==> src/rtl/freq_meter_mc_if.sv <==
// -----------------------------------------------------------------------------
// freq_meter_mc_if
// Bundles the control, test-signal and result signals of freq_meter_mc.
//   en         : block enable, low aborts any measurement
//   mode       : 0 = single-shot, 1 = continuous
//   start      : single-shot trigger, level-sampled while idle
//   sig_in     : CH asynchronous test signals
//   busy       : high while gating or calculating
//   freq_valid : one-cycle pulse when new results are loaded
//   freq_data  : CH results of CNT_W bits each, channel i at [i*CNT_W +: CNT_W]
//   ovf        : per-channel overflow flag of the last completed measurement
// Modports: master drives the controls (testbench/host), slave is the meter.
// -----------------------------------------------------------------------------
interface freq_meter_mc_if #(
    parameter int CH    = 4,
    parameter int CNT_W = 32
);
    logic                  en;
    logic                  mode;
    logic                  start;
    logic [CH-1:0]         sig_in;
    logic                  busy;
    logic                  freq_valid;
    logic [CH*CNT_W-1:0]   freq_data;
    logic [CH-1:0]         ovf;

    modport master (
        output en, mode, start, sig_in,
        input  busy, freq_valid, freq_data, ovf
    );

    modport slave (
        input  en, mode, start, sig_in,
        output busy, freq_valid, freq_data, ovf
    );
endinterface

==> src/rtl/freq_meter_mc.sv <==
// -----------------------------------------------------------------------------
// freq_meter_mc
// Multi-channel frequency meter in the system clock domain. Rising edges of
// each synchronized test signal are counted over a GATE_CYCLES window, then
// scaled channel by channel to Hz and published with a one-cycle valid pulse.
// Ports:
//   clk   : system clock (SYS_CLK_FREQ Hz)
//   rst_n : asynchronous active-low reset
//   bus   : freq_meter_mc_if.slave (controls, test signals, results)
// Optional feature: define FREQ_METER_MC_GLITCH_FILTER_EN to add a per-channel
// 3-sample majority-free glitch filter (pulses shorter than 3 cycles are
// rejected, input-to-count latency grows from 3 to 5 cycles).
// -----------------------------------------------------------------------------
module freq_meter_mc #(
    parameter int CH           = 4,
    parameter int CNT_W        = 32,
    parameter int SYS_CLK_FREQ = 100_000_000,
    parameter int GATE_CYCLES  = 100_000_000
) (
    input  logic            clk,
    input  logic            rst_n,
    freq_meter_mc_if.slave  bus
);
    localparam int SCALE   = SYS_CLK_FREQ / GATE_CYCLES;
    localparam int SCALE_W = $clog2(SCALE + 1);
    localparam int PROD_W  = CNT_W + SCALE_W;
    localparam int GATE_W  = (GATE_CYCLES > 1) ? $clog2(GATE_CYCLES) : 1;
    localparam int IDX_W   = (CH > 1) ? $clog2(CH) : 1;

    localparam logic [GATE_W-1:0] GATE_LAST = GATE_W'(GATE_CYCLES - 1);
    localparam logic [IDX_W-1:0]  IDX_LAST  = IDX_W'(CH - 1);
    localparam logic [CNT_W-1:0]  CNT_MAX   = {CNT_W{1'b1}};

    typedef enum logic [1:0] {
        S_IDLE = 2'd0,
        S_GATE = 2'd1,
        S_CALC = 2'd2,
        S_DONE = 2'd3
    } state_t;

    state_t              r_state;
    state_t              w_state_next;

    logic [CH-1:0]       r_s1;
    logic [CH-1:0]       r_s2;
    logic [CH-1:0]       r_s3;
    logic [CH-1:0]       w_rise;

    logic [GATE_W-1:0]   r_gate_cnt;
    logic [CNT_W-1:0]    r_cnt [CH];
    logic [CH-1:0]       r_sat;
    logic                w_enter_gate;

    logic [IDX_W-1:0]    r_idx;
    logic [CNT_W-1:0]    r_res [CH];
    logic [CH-1:0]       r_ovf_next;
    logic [PROD_W-1:0]   w_prod;
    logic [CNT_W-1:0]    w_res_cur;
    logic                w_ovf_cur;
    logic [CH*CNT_W-1:0] w_data_next;
    logic [CH-1:0]       w_ovf_all;

    logic                r_busy;
    logic                r_freq_valid;
    logic [CH*CNT_W-1:0] r_freq_data;
    logic [CH-1:0]       r_ovf;

    // Two-flop synchronizer followed by one history flop per channel
    always_ff @(posedge clk or negedge rst_n) begin
        if (!rst_n) begin
            r_s1 <= '0;
            r_s2 <= '0;
            r_s3 <= '0;
        end else begin
            r_s1 <= bus.sig_in;
            r_s2 <= r_s1;
            r_s3 <= r_s2;
        end
    end

`ifdef FREQ_METER_MC_GLITCH_FILTER_EN
    logic [CH-1:0] r_s4;
    logic [CH-1:0] r_s5;
    logic [CH-1:0] w_filt;

    // Filtered level follows s2 only after three equal samples; r_s5 holds the
    // previous filtered level, so the edge is seen as soon as the filter moves
    always_comb begin
        w_filt = r_s5;
        for (int i = 0; i < CH; i++) begin
            if ((r_s2[i] == r_s3[i]) && (r_s3[i] == r_s4[i])) begin
                w_filt[i] = r_s2[i];
            end else begin
                w_filt[i] = r_s5[i];
            end
        end
        w_rise = w_filt & ~r_s5;
    end

    // Extra history flop and filtered-level register
    always_ff @(posedge clk or negedge rst_n) begin
        if (!rst_n) begin
            r_s4 <= '0;
            r_s5 <= '0;
        end else begin
            r_s4 <= r_s3;
            r_s5 <= w_filt;
        end
    end
`else
    assign w_rise = r_s2 & ~r_s3;
`endif

    // FSM state register
    always_ff @(posedge clk or negedge rst_n) begin
        if (!rst_n) begin
            r_state <= S_IDLE;
        end else begin
            r_state <= w_state_next;
        end
    end

    // FSM next-state logic; en low aborts from every state
    always_comb begin
        w_state_next = r_state;
        if (!bus.en) begin
            w_state_next = S_IDLE;
        end else begin
            case (r_state)
                S_IDLE: begin
                    if (bus.mode | bus.start) w_state_next = S_GATE;
                    else                      w_state_next = S_IDLE;
                end
                S_GATE: begin
                    if (r_gate_cnt == GATE_LAST) w_state_next = S_CALC;
                    else                         w_state_next = S_GATE;
                end
                S_CALC: begin
                    if (r_idx == IDX_LAST) w_state_next = S_DONE;
                    else                   w_state_next = S_CALC;
                end
                S_DONE:  w_state_next = S_IDLE;
                default: w_state_next = S_IDLE;
            endcase
        end
    end

    assign w_enter_gate = (r_state == S_IDLE) && (w_state_next == S_GATE);

    // Gate counter and saturating edge counters; the last gate cycle still counts
    always_ff @(posedge clk or negedge rst_n) begin
        if (!rst_n) begin
            r_gate_cnt <= '0;
            r_sat      <= '0;
            for (int i = 0; i < CH; i++) r_cnt[i] <= '0;
        end else if (w_enter_gate) begin
            r_gate_cnt <= '0;
            r_sat      <= '0;
            for (int i = 0; i < CH; i++) r_cnt[i] <= '0;
        end else if (r_state == S_GATE) begin
            r_gate_cnt <= r_gate_cnt + GATE_W'(1);
            for (int i = 0; i < CH; i++) begin
                if (w_rise[i]) begin
                    if (r_cnt[i] == CNT_MAX) r_sat[i] <= 1'b1;
                    else                     r_cnt[i] <= r_cnt[i] + CNT_W'(1);
                end
            end
        end
    end

    // Scale the channel selected by r_idx, clamping on product overflow or
    // counter saturation
    always_comb begin
        w_prod = PROD_W'(r_cnt[r_idx]) * PROD_W'(SCALE);
        if (r_sat[r_idx] || (w_prod > PROD_W'(CNT_MAX))) begin
            w_res_cur = CNT_MAX;
            w_ovf_cur = 1'b1;
        end else begin
            w_res_cur = w_prod[CNT_W-1:0];
            w_ovf_cur = 1'b0;
        end
    end

    // Channel index walks 0..CH-1 during CALC and storing per-channel results
    always_ff @(posedge clk or negedge rst_n) begin
        if (!rst_n) begin
            r_idx      <= '0;
            r_ovf_next <= '0;
            for (int i = 0; i < CH; i++) r_res[i] <= '0;
        end else if (r_state == S_CALC) begin
            r_idx             <= r_idx + IDX_W'(1);
            r_res[r_idx]      <= w_res_cur;
            r_ovf_next[r_idx] <= w_ovf_cur;
        end else begin
            r_idx <= '0;
        end
    end

    // The last channel is still being computed on the CALC->DONE edge, so the
    // output image merges it in directly instead of waiting a cycle
    always_comb begin
        w_data_next = '0;
        w_ovf_all   = '0;
        for (int i = 0; i < CH; i++) begin
            if (IDX_W'(i) == r_idx) begin
                w_data_next[i*CNT_W +: CNT_W] = w_res_cur;
                w_ovf_all[i]                  = w_ovf_cur;
            end else begin
                w_data_next[i*CNT_W +: CNT_W] = r_res[i];
                w_ovf_all[i]                  = r_ovf_next[i];
            end
        end
    end

    // Registered outputs, all derived from the next state
    always_ff @(posedge clk or negedge rst_n) begin
        if (!rst_n) begin
            r_busy       <= 1'b0;
            r_freq_valid <= 1'b0;
            r_freq_data  <= '0;
            r_ovf        <= '0;
        end else begin
            r_busy       <= (w_state_next == S_GATE) || (w_state_next == S_CALC);
            r_freq_valid <= (w_state_next == S_DONE);
            if (w_state_next == S_DONE) begin
                r_freq_data <= w_data_next;
                r_ovf       <= w_ovf_all;
            end else begin
                r_freq_data <= r_freq_data;
                r_ovf       <= r_ovf;
            end
        end
    end

    assign bus.busy       = r_busy;
    assign bus.freq_valid = r_freq_valid;
    assign bus.freq_data  = r_freq_data;
    assign bus.ovf        = r_ovf;

endmodule
==> src/flat_wrapper.sv <==
// flat-port wrapper written by rule: the top's interface ports become plain ports
module freq_meter_mc_flat 
#(
    parameter int CH           = 4,
    parameter int CNT_W        = 32,
    parameter int SYS_CLK_FREQ = 100_000_000,
    parameter int GATE_CYCLES  = 100_000_000
)
  (clk, rst_n, bus_en, bus_mode, bus_start, bus_sig_in, bus_busy, bus_freq_valid, bus_freq_data, bus_ovf);
  freq_meter_mc_if #(.CH(CH), .CNT_W(CNT_W)) bus_i ();
  input  logic clk;
  input  logic rst_n;
  input wire logic [$bits(bus_i.en)-1:0] bus_en;
  input wire logic [$bits(bus_i.mode)-1:0] bus_mode;
  input wire logic [$bits(bus_i.start)-1:0] bus_start;
  input wire logic [$bits(bus_i.sig_in)-1:0] bus_sig_in;
  output wire logic [$bits(bus_i.busy)-1:0] bus_busy;
  output wire logic [$bits(bus_i.freq_valid)-1:0] bus_freq_valid;
  output wire logic [$bits(bus_i.freq_data)-1:0] bus_freq_data;
  output wire logic [$bits(bus_i.ovf)-1:0] bus_ovf;
  assign bus_i.en = bus_en;
  assign bus_i.mode = bus_mode;
  assign bus_i.start = bus_start;
  assign bus_i.sig_in = bus_sig_in;
  assign bus_busy = bus_i.busy;
  assign bus_freq_valid = bus_i.freq_valid;
  assign bus_freq_data = bus_i.freq_data;
  assign bus_ovf = bus_i.ovf;
  freq_meter_mc #(.CH(CH), .CNT_W(CNT_W), .SYS_CLK_FREQ(SYS_CLK_FREQ), .GATE_CYCLES(GATE_CYCLES)) u_core (.clk(clk), .rst_n(rst_n), .bus(bus_i));
endmodule
==> config.mk <==
export PLATFORM = sky130hd
export DESIGN_NAME = freq_meter_mc_flat
export DESIGN_NICKNAME = d
export VERILOG_FILES = /design/src/rtl/freq_meter_mc_if.sv /design/src/rtl/freq_meter_mc.sv /design/src/flat_wrapper.sv
export SDC_FILE = /design/constraint.sdc
export NUM_CORES = 1
export LEC_CHECK = 0
export CAP_MARGIN = 0
export CORE_AREA = 2 2 193 243
export DETAILED_ROUTE_END_ITERATION = 10
export DIE_AREA = 0 0 195 245
export GPL_ROUTABILITY_DRIVEN = 1
export GPL_TIMING_DRIVEN = 0
export PLACE_DENSITY = 0.75
export SLEW_MARGIN = 10
export SYNTH_ARGS = -nofsm -noshare
export SYNTH_HDL_FRONTEND = slang
export SYNTH_SLANG_ARGS = --single-unit
==> constraint.sdc <==
create_clock -name clk -period 3.65 [get_ports clk]
set_input_delay 0.73 -clock clk [delete_from_list [all_inputs] [get_ports clk]]
set_output_delay 0.73 -clock clk [all_outputs]
set_load 0.05 [all_outputs]
==> qor.csv <==
metric;value;unit
post-synthesis cell type count;60;
multi-input logic area;9540;sq um
CTS root buffer;clkbuf_16;
final hold violation count;0;
largest net degree at the start of global routing;111;
Row Count;88;
post-route ant nets;0;
Worst EP required;4090;ps
TritonRoute pass-1 iters;5;
setup repair after global routing missed its margin;false;
FF-to-FF path depth;9;
Post-Synthesis Cells;2118;
Tot GR Track Use;26.9;%
Async SR Flop Fraction;100;%
Final HPWL DP;47.0;mm
Die Y;245;um
design area;25000;sq um
Peak VDD IR;0.000333;V
# nets final;2330;
first-pass GRT wire length;102;mm
Clk pin slew, worst setup/hold paths;60;ps
dpl cells;2849;
startpoint types;flop;
Die Wd;195;um
Ys Warns;0;
Setup-failing EPs final;0;
vias in the first global route;17988;
total CTS buffers;45;
Longest Clk Path Bufs;3;
final max-slew violation count;0;
clk sinks;441;
Tightest Pin Transition;1200;ps
Filler cells;3976;
wire per inst;21.8;um
GP Congestion;0.959;
initial antenna violation count;0;
Core Util, Final;54.8;%
setup_tns;0;ps
setup bufs post-CTS;0;
worst slack, placed;-1510;ps
type of the worst min-delay path;in2async;
R2R Path End;u_core.bus.freq_data[103]$_DFFE_PN0P_;
worst flop-to-flop path startpoint;u_core.r_state[0]$_DFF_PN0_;
syn_area_per_cell;10.0;sq um
period utilisation layout;95.0;%
Worst setup EP type;flop;
area of the core;45600;sq um
Final min period;3470;ps
insertion delay to the later sink of the worst-skew pair;570;ps
DR vias/cell;6.19;
WL final;63.8;mm
Leak Pwr;10.6;nW
flops & latches, synth;441;
grt ovf;0;
Arr. time, crit path;3910;ps
critical path class;reg2reg;
share of cells above drive strength 1;12.4;%
routed via count;18149;
H-tree depth;2;
# port buffers;142;
DRT iter0 DRCs;1556;
CP max FO;11;
syn nets;2138;
internal reg-to-reg setup slack;180;ps
fin cells;2931;
CTS tree;yes;
Power Density;421;nW/um^2
Max Cap Viol;0;
io pins;143;
Seq/Total Area, Yosys;52.1;%
Die ar.;47800;sq um
Post-Syn Area;21200;sq um
slew margin rel.;19.2;%
Starting Density;46.5;%
clk_skew;26.3;ps
Layout area overhead;17.9;%
fmax;0.289;GHz
DRC violations left;0;
status;finished, final reports clean;
EDFF count, synth;0;
setup ws final;184;ps
Post-synth top flop;dfrtp_1;
Reg area;11000;sq um
placed inst area;23500;sq um
hold buffers post-CTS;0;
diode count;0;
==> critical path: stages (launching register included) <==
cell	delay (ps)
dfrtp_1	490
nor2b_4	310
nand2_1	150
clkbuf_1	260
clkbuf_2	350
a21boi_2	290
ha_4	340
clkbuf_2	350
buf_2	380
mux2_2	380
==> registers in the layout (all words and copies together), names as in the netlist <==
| signal | count |
|---|---|
| u_core.bus.busy | 1 |
| u_core.bus.freq_data | 128 |
| u_core.bus.freq_valid | 1 |
| u_core.bus.ovf | 4 |
| u_core.r_cnt | 128 |
| u_core.r_gate_cnt | 27 |
| u_core.r_idx | 2 |
| u_core.r_ovf_next | 4 |
| u_core.r_res | 128 |
| u_core.r_s1 | 4 |
| u_core.r_s2 | 4 |
| u_core.r_s3 | 4 |
| u_core.r_sat | 4 |
| u_core.r_state | 2 |
==> synthesized netlist by cell type, types with 32 or more instances <==
library cell,number,area share (%)
a31oi_1,63,1.9
nand2_1,222,3.9
mux2_2,133,7.1
a21oi_1,194,4.6
or3_1,43,1.3
nand4_1,51,1.5
nand3_1,101,2.4
nor2_1,204,3.6
dfrtp_1,441,52
mux4_2,32,3.4
clkbuf_1,120,2.1
o21ai_0,181,4.3
or4_1,34,1.2
==> what timing repair did <==
item                                    in CTS  in global routing
endpoints found under the setup margin     282                 64
resized for setup                           15                  6
gates cloned                                 0                  0
==> layout make-up <==
class / instances / share of cell area (%)
sequential: 441 / 44.2
multi-input combinational: 1517 / 38.2
timing repair buffer: 146 / 6.15
clock buffer: 62 / 5.17
tap: 585 / 2.93
buffer: 136 / 2.23
clock inverter: 21 / 0.762
inverter: 23 / 0.346
==> kinds of logic (layout without fill, tap and decap cells) <==
group / Yosys count / after routing / share of synthesized area, %
AND/OR/NAND/NOR: 787 / 787 / 18.2
AO/OA/AOI/OAI: 519 / 519 / 13.8
flip-flops: 441 / 441 / 52.1
multiplexers: 195 / 195 / 12.0
buffers and inverters: 160 / 388 / 2.99
adder cells (fa/ha/maj): 11 / 11 / 0.650
XOR/XNOR: 5 / 5 / 0.207
==> layer usage <==
layer	up-vias	GRT usage, %	routed length, um
li1	8120	-	-
met1	9079	33.2	24800
met2	777	46.9	31800
met3	173	3.50	3970
met4	0	12.7	3270
met5	-	0	0
==> through the flow <==
stage	total power [mW]	hold WS (ps)
final	10.5	103
after detailed placement	5.97	338
after CTS	10.6	124
after global placement	5.94	333
after floorplan	5.57	331
after global routing	10.9	139
==> where the power goes <==
group,internal [mW],switching [mW]
sequential,5.03,0.346
combinational,0.198,0.328
clock,2.63,1.99
total,7.86,2.66
==> placed cells by master, fill, tap and decap left out, types with 6 or more instances in the layout <==
master           synthesis  final
o31ai_1                 29     29
clkbuf_8                 0     10
and4_1                  20     20
and2_1                  15     15
or4_1                   34     34
buf_2                    8     11
nor4_1                  17     17
inv_1                   23     23
nand2_1                222    222
clkdlybuf4s50_1          0    141
clkbuf_1               120    116
clkbuf_2                 0      9
mux2_2                 133    133
nand3_1                101    101
mux2i_1                 29     29
a21oi_1                194    194
mux4_2                  32     32
o211ai_1                 6      6
or3_1                   43     43
o21ai_0                181    181
ha_1                    11     10
a41oi_1                  8      8
dfrtp_1                441    441
nor3_1                  23     23
o31a_1                  13     13
nand4_1                 51     51
clkinv_2                 0     13
and3_1                  28     28
nor2_1                 204    204
clkbuf_16                0     45
a31oi_1                 63     63
==> worst max path at each step <==
| stage | from | endpoint | slack, ps | cells after the start |
|---|---|---|---|---|
| 2_1_floorplan | u_core.r_gate_cnt[0]$_DFFE_PN0P_ | u_core.bus.freq_data[100]$_DFFE_PN0P_ | 530 | 11 |
| 3_3_place_gp | rst_n | u_core.r_gate_cnt[4]$_DFFE_PN0P_ | -17150 | 1 |
| 3_5_place_dp | u_core.r_state[0]$_DFF_PN0_ | u_core.bus.freq_data[103]$_DFFE_PN0P_ | -1510 | 10 |
| 4_1_cts | u_core.r_state[0]$_DFF_PN0_ | u_core.bus.freq_data[125]$_DFFE_PN0P_ | 70 | 9 |
| 5_1_grt | u_core.r_state[1]$_DFF_PN0_ | u_core.r_cnt[87]$_DFFE_PN0P_ | 2 | 11 |
| 6_report | u_core.r_state[0]$_DFF_PN0_ | u_core.bus.freq_data[103]$_DFFE_PN0P_ | 180 | 9 |
Note: power is estimated with default switching activity, not from simulation.
